### src/rtl/frida_pkg.sv
// Shared definitions for the FRIDA on-chip conversion sequencer.
// Contents:
//   - default widths for the ADC count, mux select and conversion counter
//   - the sequencer state enum
//   - the duration clamp (a programmed length of 0 runs as 1 cycle)
//   - the state-to-output decode used for the registered outputs
package frida_pkg;

  localparam int unsigned N_ADC_DEF = 16;
  localparam int unsigned SEL_W_DEF = 4;
  localparam int unsigned CNT_W_DEF = 16;

  // Shortest legal phase length, in clk cycles.
  localparam logic [7:0] DUR_MIN = 8'd1;

  typedef enum logic [2:0] {
    StIdle,
    StInit,
    StSamp,
    StCmp,
    StLogic,
    StDone
  } seq_state_e;

  // Output bit order: {busy, done, seq_logic, seq_cmp, seq_samp, seq_init}.
  localparam int unsigned OUT_W = 6;

  function automatic logic [OUT_W-1:0] state_outs(seq_state_e s);
    logic [OUT_W-1:0] o;
    case (s)
      StInit:  o = 6'b10_0001;
      StSamp:  o = 6'b10_0010;
      StCmp:   o = 6'b10_0100;
      StLogic: o = 6'b10_1000;
      StDone:  o = 6'b11_0000;
      default: o = 6'b00_0000;
    endcase
    return o;
  endfunction

  function automatic logic [7:0] clamp_dur(logic [7:0] v);
    return (v < DUR_MIN) ? DUR_MIN : v;
  endfunction

endpackage

### src/rtl/frida_rr_next.sv
// Round-robin index search over an enable mask (purely combinational).
// Ports:
//   mask  : enable bit per ADC
//   cur   : current mux select
//   incl  : 1 = search starts at cur, 0 = search starts just after cur
//   idx   : first enabled index found, wrapping past N_ADC-1 to 0 (cur when none)
//   found : at least one mask bit is set
// In strict mode the search covers offsets 1..N_ADC, so a lone enabled index
// equal to cur is found again and the select stays put.
module frida_rr_next
  import frida_pkg::*;
#(
  parameter int unsigned N_ADC = N_ADC_DEF,
  parameter int unsigned SEL_W = SEL_W_DEF
) (
  input  logic [N_ADC-1:0] mask,
  input  logic [SEL_W-1:0] cur,
  input  logic             incl,
  output logic [SEL_W-1:0] idx,
  output logic             found
);

  int               pos;
  logic [SEL_W-1:0] cand;

  always_comb begin
    idx   = cur;
    found = 1'b0;
    pos   = 0;
    cand  = '0;
    // Walk from the farthest offset down so the nearest hit is the last write.
    for (int k = int'(N_ADC) - 1; k >= 0; k--) begin
      pos  = (int'(cur) + k + (incl ? 0 : 1)) % int'(N_ADC);
      cand = pos[SEL_W-1:0];
      if (mask[cand]) begin
        idx   = cand;
        found = 1'b1;
      end
    end
  end

endmodule

### src/rtl/frida_seq_ctrl.sv
// FRIDA conversion sequencer: drives the INIT/SAMP/CMP/LOGIC phase lines of the
// SAR ADC array from programmed durations and steps the comparator mux select
// round-robin over the enabled ADCs.
// Ports:
//   clk, rst           : clock, asynchronous active-high reset
//   start              : begin a conversion (sampled in IDLE only)
//   abort              : return to IDLE on the next edge, no completion
//   cfg_continuous     : loop conversions back-to-back (sampled in DONE)
//   cfg_adc_en         : round-robin enable mask (read live at each mux update)
//   cfg_t_*            : phase lengths in clk cycles (0 runs as 1)
//   cfg_n_bits         : CMP/LOGIC pairs per conversion (0 runs as 1)
//   seq_init..seq_logic: registered, mutually exclusive phase lines
//   mux_sel            : registered comparator mux select
//   busy, done         : not-IDLE flag, one-cycle completion pulse
//   conv_cnt           : completed conversions, wrapping
module frida_seq_ctrl
  import frida_pkg::*;
#(
  parameter int unsigned N_ADC = N_ADC_DEF,
  parameter int unsigned SEL_W = SEL_W_DEF,
  parameter int unsigned CNT_W = CNT_W_DEF
) (
  input  logic             clk,
  input  logic             rst,
  input  logic             start,
  input  logic             abort,
  input  logic             cfg_continuous,
  input  logic [N_ADC-1:0] cfg_adc_en,
  input  logic [3:0]       cfg_t_init,
  input  logic [7:0]       cfg_t_samp,
  input  logic [3:0]       cfg_t_cmp,
  input  logic [3:0]       cfg_t_logic,
  input  logic [3:0]       cfg_n_bits,
  output logic             seq_init,
  output logic             seq_samp,
  output logic             seq_cmp,
  output logic             seq_logic,
  output logic [SEL_W-1:0] mux_sel,
  output logic             busy,
  output logic             done,
  output logic [CNT_W-1:0] conv_cnt
);

  seq_state_e       state_q;
  logic [OUT_W-1:0] outs_q;
  logic [7:0]       dur_q;
  logic [3:0]       bit_q;
  logic [SEL_W-1:0] mux_q;
  logic [CNT_W-1:0] cnt_q;

  // Durations captured at INIT entry; INIT itself loads straight from cfg.
  logic [7:0]       sh_samp_q;
  logic [3:0]       sh_cmp_q;
  logic [3:0]       sh_logic_q;
  logic [3:0]       sh_n_q;

  // Down-counter reload values (clamped length minus one).
  logic [7:0]       init_ld, samp_ld, cmp_ld, logic_ld, bits_ld;

  assign init_ld  = clamp_dur({4'b0000, cfg_t_init}) - 8'd1;
  assign samp_ld  = clamp_dur(sh_samp_q) - 8'd1;
  assign cmp_ld   = clamp_dur({4'b0000, sh_cmp_q}) - 8'd1;
  assign logic_ld = clamp_dur({4'b0000, sh_logic_q}) - 8'd1;
  assign bits_ld  = clamp_dur({4'b0000, sh_n_q}) - 8'd1;

  logic             any_en;
  logic             rr_incl;
  logic [SEL_W-1:0] rr_idx;
  logic             rr_found;

  assign any_en  = |cfg_adc_en;
  // Inclusive search when leaving IDLE, strict search when leaving DONE.
  assign rr_incl = (state_q == StIdle);

  frida_rr_next #(
    .N_ADC (N_ADC),
    .SEL_W (SEL_W)
  ) u_rr_next (
    .mask  (cfg_adc_en),
    .cur   (mux_q),
    .incl  (rr_incl),
    .idx   (rr_idx),
    .found (rr_found)
  );

  always_ff @(posedge clk or posedge rst) begin
    if (rst) begin
      state_q    <= StIdle;
      outs_q     <= '0;
      dur_q      <= '0;
      bit_q      <= '0;
      mux_q      <= '0;
      cnt_q      <= '0;
      sh_samp_q  <= '0;
      sh_cmp_q   <= '0;
      sh_logic_q <= '0;
      sh_n_q     <= '0;
    end else if (abort) begin
      state_q <= StIdle;
      outs_q  <= state_outs(StIdle);
    end else begin
      case (state_q)
        StIdle: begin
          if (start && any_en) begin
            state_q    <= StInit;
            outs_q     <= state_outs(StInit);
            dur_q      <= init_ld;
            mux_q      <= rr_idx;
            sh_samp_q  <= cfg_t_samp;
            sh_cmp_q   <= cfg_t_cmp;
            sh_logic_q <= cfg_t_logic;
            sh_n_q     <= cfg_n_bits;
          end
        end
        StInit: begin
          if (dur_q == 8'd0) begin
            state_q <= StSamp;
            outs_q  <= state_outs(StSamp);
            dur_q   <= samp_ld;
          end else begin
            dur_q <= dur_q - 8'd1;
          end
        end
        StSamp: begin
          if (dur_q == 8'd0) begin
            state_q <= StCmp;
            outs_q  <= state_outs(StCmp);
            dur_q   <= cmp_ld;
            bit_q   <= bits_ld[3:0];
          end else begin
            dur_q <= dur_q - 8'd1;
          end
        end
        StCmp: begin
          if (dur_q == 8'd0) begin
            state_q <= StLogic;
            outs_q  <= state_outs(StLogic);
            dur_q   <= logic_ld;
          end else begin
            dur_q <= dur_q - 8'd1;
          end
        end
        StLogic: begin
          if (dur_q != 8'd0) begin
            dur_q <= dur_q - 8'd1;
          end else if (bit_q != 4'd0) begin
            state_q <= StCmp;
            outs_q  <= state_outs(StCmp);
            dur_q   <= cmp_ld;
            bit_q   <= bit_q - 4'd1;
          end else begin
            // Count on DONE entry so conv_cnt moves in the same cycle done is high.
            state_q <= StDone;
            outs_q  <= state_outs(StDone);
            cnt_q   <= cnt_q + {{(CNT_W-1){1'b0}}, 1'b1};
          end
        end
        StDone: begin
          if (rr_found) begin
            mux_q <= rr_idx;
          end
          if (cfg_continuous && any_en) begin
            state_q    <= StInit;
            outs_q     <= state_outs(StInit);
            dur_q      <= init_ld;
            sh_samp_q  <= cfg_t_samp;
            sh_cmp_q   <= cfg_t_cmp;
            sh_logic_q <= cfg_t_logic;
            sh_n_q     <= cfg_n_bits;
          end else begin
            state_q <= StIdle;
            outs_q  <= state_outs(StIdle);
          end
        end
        default: begin
          state_q <= StIdle;
          outs_q  <= state_outs(StIdle);
        end
      endcase
    end
  end

  assign seq_init  = outs_q[0];
  assign seq_samp  = outs_q[1];
  assign seq_cmp   = outs_q[2];
  assign seq_logic = outs_q[3];
  assign done      = outs_q[4];
  assign busy      = outs_q[5];
  assign mux_sel   = mux_q;
  assign conv_cnt  = cnt_q;

endmodule

### config.mk
export PLATFORM = sky130hd
export DESIGN_NAME = frida_seq_ctrl
export DESIGN_NICKNAME = d
export VERILOG_FILES = /design/src/rtl/frida_pkg.sv /design/src/rtl/frida_rr_next.sv /design/src/rtl/frida_seq_ctrl.sv
export SDC_FILE = /design/constraint.sdc
export NUM_CORES = 1
export LEC_CHECK = 0
export CAP_MARGIN = 20
export CORE_MARGIN = 2
export CORE_UTILIZATION = 50
export CTS_CLUSTER_DIAMETER = 50
export DETAILED_ROUTE_END_ITERATION = 7
export PLACE_DENSITY_LB_ADDON = 0.12
export SLEW_MARGIN = 20
export SYNTH_ARGS = -nofsm -noshare
export SYNTH_HDL_FRONTEND = slang
export SYNTH_SLANG_ARGS = --single-unit
### constraint.sdc
create_clock -name clk -period 9 [get_ports clk]
set_input_delay 1.8 -clock clk [delete_from_list [all_inputs] [get_ports clk]]
set_output_delay 1.8 -clock clk [all_outputs]
set_load 0.01 [all_outputs]
==> Word-level counts from Yosys, hierarchy flattened <==
Index checks and enable logic that the tools add are counted.
{ "op_classes": {"n_addsub": 39, "mul": 0, "n_div": 0, "magnitude_cmp": 21, "n_eq_ne": 17, "n_shift": 0, "n_mux": 115, "bitwise_logic": 3, "reduce_logical": 16} }
{ "ops": {"columns": ["op", "n"], "rows": [
  ["$mux W4", 31],
  ["$lt A4 B5 Y1 const B", 16],
  ["$mux W8", 10],
  ["$bmux W1 S4", 16],
  ["$pmux W8 S6", 1],
  ["$add A4 B4 Y4", 11],
  ["$mux W6", 7],
  ["$pmux W4 S2", 5],
  ["$pmux W6 S6", 1],
  ["$mux W1", 34],
  ["$add A4 B4 Y4 const B", 8],
  ["$mux W3", 7],
  ["$add A4 B2 Y4", 5],
  ["$ne A3 B3 Y1 const B", 6],
  ["$pmux W3 S6", 1],
  ["$add A16 B1 Y16 const B", 1],
  ["$add A4 B3 Y4 const B", 4],
  ["$lt A4 B1 Y1 const B", 4],
  ["$pmux W8 S2", 1],
  ["$reduce_or A16 Y1", 1],
  ["$sub A8 B1 Y8 const B", 2],
  ["$reduce_and A5 Y1", 3],
  ["$sub A4 B1 Y5 const B", 3],
  ["$ne A2 B2 Y1 const B", 6],
  ["17 further kinds", 27]
]} }
{ "totals": {"regBits": 61, "latchBits": 0, "ram_bits": 0, "mem_bits_ro": 0, "inputBits": 45, "output_inout_bits": 26, "word_cells": 221, "n_memories": 0} }

==> Depth between registers and ports, before layout <==
Gate-level depths: netlist of the first run.
{ "depth": {"word_depth": 23, "ltp_mapped": 18, "depth_no_buf": 15} }

==> By module <==
From an unflattened synthesis of the first run, not the netlist that was laid out.
{ "hier_totals": {"cells_unflattened": 586, "area_unflattened_um2": 5495.3} }
{ "by_module_without_submodules": {"columns": ["mod", "n_inst", "cells_per_inst", "area_per_inst_um2", "seq_area_each_um2"], "rows": [
  ["frida_seq_ctrl", 1, 337, 3435.8, 1526.5],
  ["frida_rr_next", 1, 249, 2059.5, 0.0]
]} }

==> Worst setup path after synthesis of the first run <==
No wires, ideal clock.
{ "synth_path": {"path_type": "input to register", "start": "input port cfg_adc_en[7]", "end": "register mux_q[1], in the netlist mux_sel[1]", "setup_ps": 139, "t_arrival_ps": 3816, "required_ps": 8861, "path_slack_ps": 5045, "stages": 8, "path_buffers": 1, "path_cell_list": "mux4_1 -> mux4_2 -> nor4b_4 -> and4_1 -> or4_4 -> buf_6 -> mux2i_1 -> a21oi_1"} }
{ "synth_between": {"elab_chain_cells": 20, "elab_cells_between_ends": 72, "cone_classes": "eq/ne (2); mux (67); reduce/logical (3)"} }
{ "synth_rtl": {"columns": ["element", "line", "text"], "rows": [
  ["start: declaration", "frida_seq_ctrl.sv:28", "input logic [N_ADC-1:0] cfg_adc_en,"],
  ["$bmux W1 S4", "frida_rr_next.sv:35", "if (mask[cand]) begin"],
  ["$mux W1 (not written as such)", "frida_rr_next.sv:35", null],
  ["$mux W1 / $mux W4 (equally long branches) (16 in a row)", "frida_rr_next.sv:35", null],
  ["$ne A2 B2 Y1 (no line), or another cell as far along", null, null],
  ["$reduce_and A4 Y1 (no line) / $pmux W4 S2 (equally long branches)", null, null],
  ["end signal: assignment", "frida_seq_ctrl.sv:108", "mux_q <= rr_idx;"],
  ["end signal: assignment", "frida_seq_ctrl.sv:160", "mux_q <= rr_idx;"],
  ["end: declaration", "frida_seq_ctrl.sv:48", "logic [SEL_W-1:0] mux_q;"]
]} }
Parallel ways exist; a longest one is shown, timed or not. The select of a mux whose other input is x is not followed.
A chain may end at the register's enable or synchronous reset.

==> Worst setup path after layout of the first run <==
{ "layout_path": {"start": "register state_q[0]", "end": "register mux_q[1], in the netlist mux_sel[1]"} }
{ "layout_between": {"elab_chain_cells": 23, "elab_cells_between_ends": 90, "cone_classes": "add/sub (16); eq/ne (3); mux (68); reduce/logical (3)"} }
{ "layout_rtl": {"columns": ["element", "line", "text"], "rows": [
  ["start: declaration", "frida_seq_ctrl.sv:44", "seq_state_e state_q;"],
  ["start signal: assignment", "frida_seq_ctrl.sv:88", "state_q <= StIdle;"],
  ["start signal: assignment", "frida_seq_ctrl.sv:99", "state_q <= StIdle;"],
  ["start signal: assignment", "frida_seq_ctrl.sv:105", "state_q <= StInit;"],
  ["$logic_not A3 Y1", "frida_seq_ctrl.sv:73, frida_seq_ctrl.sv:102", null],
  ["$mux W1", "frida_rr_next.sv:33", "pos = (int'(cur) + k + (incl ? 0 : 1)) % int'(N_ADC);"],
  ["$add A4 B2 Y4", "frida_rr_next.sv:33", null],
  ["$bmux W1 S4", "frida_rr_next.sv:35", null],
  ["$mux W1 (not written as such)", "frida_rr_next.sv:35", null],
  ["$mux W1 / $mux W4 (equally long branches) (16 in a row)", "frida_rr_next.sv:35", null],
  ["$ne A2 B2 Y1 (no line), or another cell as far along", null, null],
  ["$reduce_and A4 Y1 (no line) / $pmux W4 S2 (equally long branches)", null, null]
]} }
Parallel ways exist; a longest one is shown, timed or not. The select of a mux whose other input is x is not followed.

==> results.yml, run 1 <==
cells_and_area:
  nets: 694
  multiInputGateArea_sq_um: 3670
  antenna_cells: 0
  drive_gt1_frac: 0.144
  fill_cells: 967
  seq_area_sq_um: 1530
  area_growth_pct: 16.3
clock_network:
  cts_setup_buffers: 0
  clock-sinks: 61
  ctsRootBufferMaster: "clkbuf_8"
  htreeDepth: 3
  clkTransAtPathRegs_ps: 70
  cts.path.max_buffers: 2
  cts_hold_buffers: 0
  cts_resized: 0
  cts_tree: "done"
  cts_buffers: 9
  insertion_delay_ps: 350
place:
  io_buffers: 70
  dp_hpwl_um: 10200
  place_congestion: 1.00
sta:
  tightest_slew_ps: 1090
  tns_ps: 0
  fin_skew_ps: 12.5
  maxSlewViolCount: 0
  rsz0062_at_grt: "false"
  setup_violations: 0
  max_freq_ghz: 0.205
  hold_viol_final: 0
  relSlewSlack: 0.271
  min_period_ps: 4870
  fin_crit_sh: 0.541
drt:
  wl_met1_um: 5930
  num_vias: 4841
  routed.top_layer: "met4"
  detail_route.wl_per_cell_um: 17.3
  dr_wl_met2_um: 6370
  drt_wl_total_um: 13500
  viasPerCell: 6.21
  drcViolationCount: 0
  dr_wl_met3_um: 962
  drtPass1Iterations: 5
  drtIter0Drc: 371
  ant_nets: 0
worst_setup_path:
  path_max_fanout: 26
  worstPathArrival_ps: 5090
  critical_path.endpoint_type: "flop"
  critPathRequiredTime_ps: 9220
  r2r_setup_slack_ps: 4130
  crit_type: "flop to flop"
  cp-start-kind: "flop"
hold_path:
  hold_path_class: "flop to flop"
yosys:
  synth_nets: 639
  synth_commonest_cells: "dfrtp_1, nand2_1, nor2_1"
  synth.area.top_cells: "dfrtp_1, mux4_2, mux2_2"
  yosysTopAreaCellShare: 0.280
  yosys.area.top_type: "dfrtp_1"
  synth.distinct_cells: 74
  synth.yosys.seq_area_share: 0.280
  yosysMostFrequentCell: "dfrtp_1"
  synthCells: 580
  synthesis.area_sq_um: 5450
  async_flop_share: 1.00
  synth_edf_count: 0
  synth-seq-cells: 61
  avgSynthCellArea_sq_um: 9.39
  synthFlopType: "dfrtp_1"
  yosysWarnings: 0
floorplan:
  chipHeight_um: 108
  coreArea_sq_um: 10700
  initial_core_util: 0.507
  die_area_sq_um: 11700
  die_w_um: 108
  rows: 38
  io_pins: 71
global_route:
  track_usage: 0.240
  grt_overflow: 0
  grt_pass1_vias: 4514
  grt_start_max_net_pins: 62
  grt_pass1_wl_um: 22200
  antenna_found_initial: 0
run_status:
  status: "complete, no violations"
job:
  maxCapViolCount: 0
-- flip-flops by register name, indices dropped and copies added, names as in the netlist --
name        count
mux_sel         4
sh_samp_q       8
sh_n_q          4
state_q         3
conv_cnt       16
bit_q           4
sh_logic_q      4
dur_q           8
outs_q          6
sh_cmp_q        4
-- path summary, 6_finish.rpt --
path                                   start      endpoint  depth (start not counted)
worst min-delay path            conv_cnt[15]  conv_cnt[15]                          1
max in group asynchronous                rst      bit_q[1]                          3
worst max register to register    state_q[0]    mux_sel[1]                         12
worst min register to register  conv_cnt[15]  conv_cnt[15]                          1
min in group asynchronous                rst  conv_cnt[11]                          3
worst max-delay path              state_q[0]    mux_sel[1]                         12
-- stage by stage --
step	setup WS [ps]	cell area [sq um]	utilization	std cells	hold WS [ps]
final	4130	6330	0.590	780	466
after global routing	3720	6330	0.590	780	500
after CTS	4160	6330	0.590	780	476
after detailed placement	4170	6160	0.573	764	461
after global placement	4280	6160	0.573	764	458
after floorplan	5050	5450	-	580	457
-- layout by cell type, fill, tap and decap left out, types with 4 or more instances in the layout --
cell type and n:
ha_1 14, a211oi_1 9, nand4_1 5, xnor2_1 21
a2111oi_0 4, nand3_1 15, nor4_1 8, nand3b_1 6
nor3_1 20, nor2b_1 5, dfrtp_1 61, clkbuf_8 9
a21oi_1 37, mux2i_2 6, mux4_2 20, and3_1 6
inv_1 20, o22a_1 6, mux2i_1 24, clkdlybuf4s50_1 70
o22ai_1 8, nand2_1 52, o21ai_0 27, a31oi_1 6
nor2_1 50, xor2_1 15, mux2_2 31, and2_1 5
o21ai_1 4
-- metal layers --
layer / vias up / track usage
met5: - / 0
met4: 0 / 0.0751
met3: 25 / 0.0494
met2: 207 / 0.382
met1: 2327 / 0.329
li1: 2282 / -
-- critical path: stages (launching register included) --
cell and delay [ps]:
dfrtp_1 780, nor2_1 260, nand2_1 200, inv_1 100, ha_1 970, mux4_1 700, mux2i_1 460, mux2i_2 250
nor4_1 310, and4_1 240, or4_4 180, mux2i_1 220, a21oi_1 60
-- cells by family (layout without fill, tap and decap cells) --
kind of cell	count (synthesis)	count (layout)	synth area share
AOI/OAI and AO/OA	135	135	0.161
and+or+nand+nor	196	196	0.183
adders and majority gates	14	14	0.0322
xor gates and xnor gates	42	42	0.0800
buffers and inverters	48	108	0.0453
DFF	61	61	0.280
muxes	84	84	0.219
-- area by class of cell --
type | count | area share
multi-input cells | 471 | 0.580
clock buffers | 9 | 0.0196
clock inverters | 7 | 0.00790
inverters | 21 | 0.0124
repair buffers | 71 | 0.112
well taps | 140 | 0.0277
flip-flops and latches | 61 | 0.241
Power of run 1 is not shown: default switching activity piles up to over one toggle a cycle in this logic, so the estimate is an artifact.
==> inputs of run 2 (changes only) <==
==> constraint.sdc (replaced) <==
create_clock -name clk -period 4.55 [get_ports clk]
set_input_delay 0.91 -clock clk [delete_from_list [all_inputs] [get_ports clk]]
set_output_delay 0.91 -clock clk [all_outputs]
set_load 0.01 [all_outputs]
==> run 2 against run 1 <==
  * Routed wire length increased by 6.1%
  * Critical path depth up 1
  * Final cell count up 2.2%
  * Core utilization increased by 1.8 points
  * Non-clock buffer count rose by 17
  * Clock-buffer cell count is 3 higher
  * Final area increased by 3.1%
  * Register-to-register slack got worse by 3600 ps
  * Via count up 2.0%
  * Clock skew grew 5.8 ps
  * Hold slack better by 4.3 ps
  * Critical path type unchanged
==> results.yml, run 2 (synthesis gave the netlist of run 1 again) <==
run_status:
  status: "complete, no violations"
cells_and_area:
  area_growth_pct: 19.9
  final_common_cell: "clkdlybuf4s50_1"
  antenna_cells: 0
  nets: 711
  drive_gt1_frac: 0.166
  largest_register_ffs: 16
  layout_common_cells: "clkdlybuf4s50_1, dfrtp_1, nand2_1, nor2_1, a21oi_1"
  fin_area_sq_um: 6530
  fill_cells: 951
  multiInputGateArea_sq_um: 3670
  seq_area_sq_um: 1530
  final_util: 0.608
worst_setup_path:
  cpMostUsedCell: "inv_1"
  critical_path.endpoint_type: "flop"
  crit_type: "flop to flop"
  cp-start-kind: "flop"
  max_stage_delay_ps: 660
  path_cells: "inv_1, nand2_1, inv_1, ha_1, inv_1, ha_1, mux4_2, mux4_2, nor4b_4, and4_1, or4_4, mux2i_1, a21oi_1"
  critPathRequiredTime_ps: 4770
  cp_slowest_cell: "mux4_2"
  worstPathArrival_ps: 4240
  path_max_fanout: 9
drt:
  drt_wl_total_um: 14300
  detail_route.wl_per_cell_um: 18.0
  drtPass1Iterations: 5
  drtIter0Drc: 541
  viasPerCell: 6.20
  num_vias: 4939
  ant_nets: 0
  drcViolationCount: 0
sta:
  fin_skew_ps: 18.3
  setup_violations: 0
  min_period_ps: 4020
  rsz0062_at_grt: "false"
  tns_ps: 0
  relSlewSlack: 0.448
  fin_crit_sh: 0.883
  maxSlewViolCount: 0
  tightest_slew_ps: 829
  max_freq_ghz: 0.249
  hold_viol_final: 0
floorplan:
  chipHeight_um: 108
  io_pins: 71
  coreArea_sq_um: 10700
  die_w_um: 108
  initial_core_util: 0.507
  rows: 38
  die_area_sq_um: 11700
clock_network:
  cts_resized: 0
  clock-sinks: 61
  ctsRootBufferMaster: "clkbuf_8"
  cts_hold_buffers: 0
  cts_setup_buffers: 0
  htreeDepth: 3
  cts.path.max_buffers: 2
  cts_buffers: 9
  insertion_delay_ps: 360
  cts_tree: "done"
  clkTransAtPathRegs_ps: 70
place:
  io_buffers: 70
  place_congestion: 1.02
  place_area_sq_um: 6290
  dp_hpwl_um: 10800
global_route:
  grt_pass1_wl_um: 23700
  antenna_found_initial: 0
  grt_pass1_vias: 4728
  grt_overflow: 0
  track_usage: 0.257
  grt_start_max_net_pins: 38
job:
  maxCapViolCount: 0
hold_path:
  hold_path_class: "flop to flop"
==> run 2: cell types whose count changed in the layout (fill, tap and decap cells not counted), sizes merged <==
cell / change
buf: +17
bufinv: +2
clkbuf: +3
clkinv: -5
==> run 2: metrics by stage <==
stage / std cells / hold WS (ps) / setup slack [ps]
after floorplan: 580 / 457 / 631
after global placement: 781 / 457 / 616
after detailed placement: 781 / 465 / 559
after CTS: 797 / 484 / 536
after global routing: 797 / 507 / 295
final: 797 / 471 / 533
==> run 2: worst max-delay path, delay by kind of cell (launching register included) <==
kind                       cells  cell delay, ps
and+or+nand+nor                4             890
buffers and inverters          3             320
AOI/OAI and AO/OA              1              60
DFF                            1             390
adders and majority gates      2             730
muxes                          3            1490
==> run 2: worst paths after layout <==
| path | to | depth (start not counted) | slack, ps | from |
|---|---|---|---|---|
| max | mux_sel[1] | 13 | 530 | state_q[2] |
| max reg2reg | mux_sel[1] | 13 | 530 | state_q[2] |
| min reg2reg | conv_cnt[15] | 1 | 470 | conv_cnt[15] |
| max in group asynchronous | outs_q[2] | 3 | 2660 | rst |
| min | conv_cnt[15] | 1 | 470 | conv_cnt[15] |
| min in group asynchronous | conv_cnt[15] | 2 | 1030 | rst |
==> run 2: cell type report <==
class | count | share of cell area
multi-input cells | 471 | 0.562
flip-flops and latches | 61 | 0.234
repair buffers | 88 | 0.128
well taps | 140 | 0.0268
clock buffers | 12 | 0.0253
inverters | 21 | 0.0121
clock inverters | 4 | 0.0119
==> run 2: metal layers <==
metal | global-route usage | share of wire | up-vias
met4 | 0.0751 | 0.014 | 0
met1 | 0.349 | 0.42 | 2359
met3 | 0.0452 | 0.082 | 23
met2 | 0.421 | 0.48 | 241
li1 | - | - | 2316
met5 | 0 | 0 | -
Power of run 2 is left out for the same reason.
==> inputs of run 3 (changes only) <==
--- a/config.mk
+++ b/config.mk
@@ -8,6 +8,7 @@
 export CAP_MARGIN = 20
 export CORE_MARGIN = 2
 export CORE_UTILIZATION = 50
+export CTS_BUF_LIST = sky130_fd_sc_hd__clkbuf_8
 export CTS_CLUSTER_DIAMETER = 50
 export DETAILED_ROUTE_END_ITERATION = 7
 export PLACE_DENSITY_LB_ADDON = 0.12
@@ -15,3 +16,4 @@
 export SYNTH_ARGS = -nofsm -noshare
 export SYNTH_HDL_FRONTEND = slang
 export SYNTH_SLANG_ARGS = --single-unit
+export TNS_END_PERCENT = 50
==> results of run 3 <==
Final layout, timing and power as in run 2 (identical DEF).
Power of run 3 is left out for the same reason.
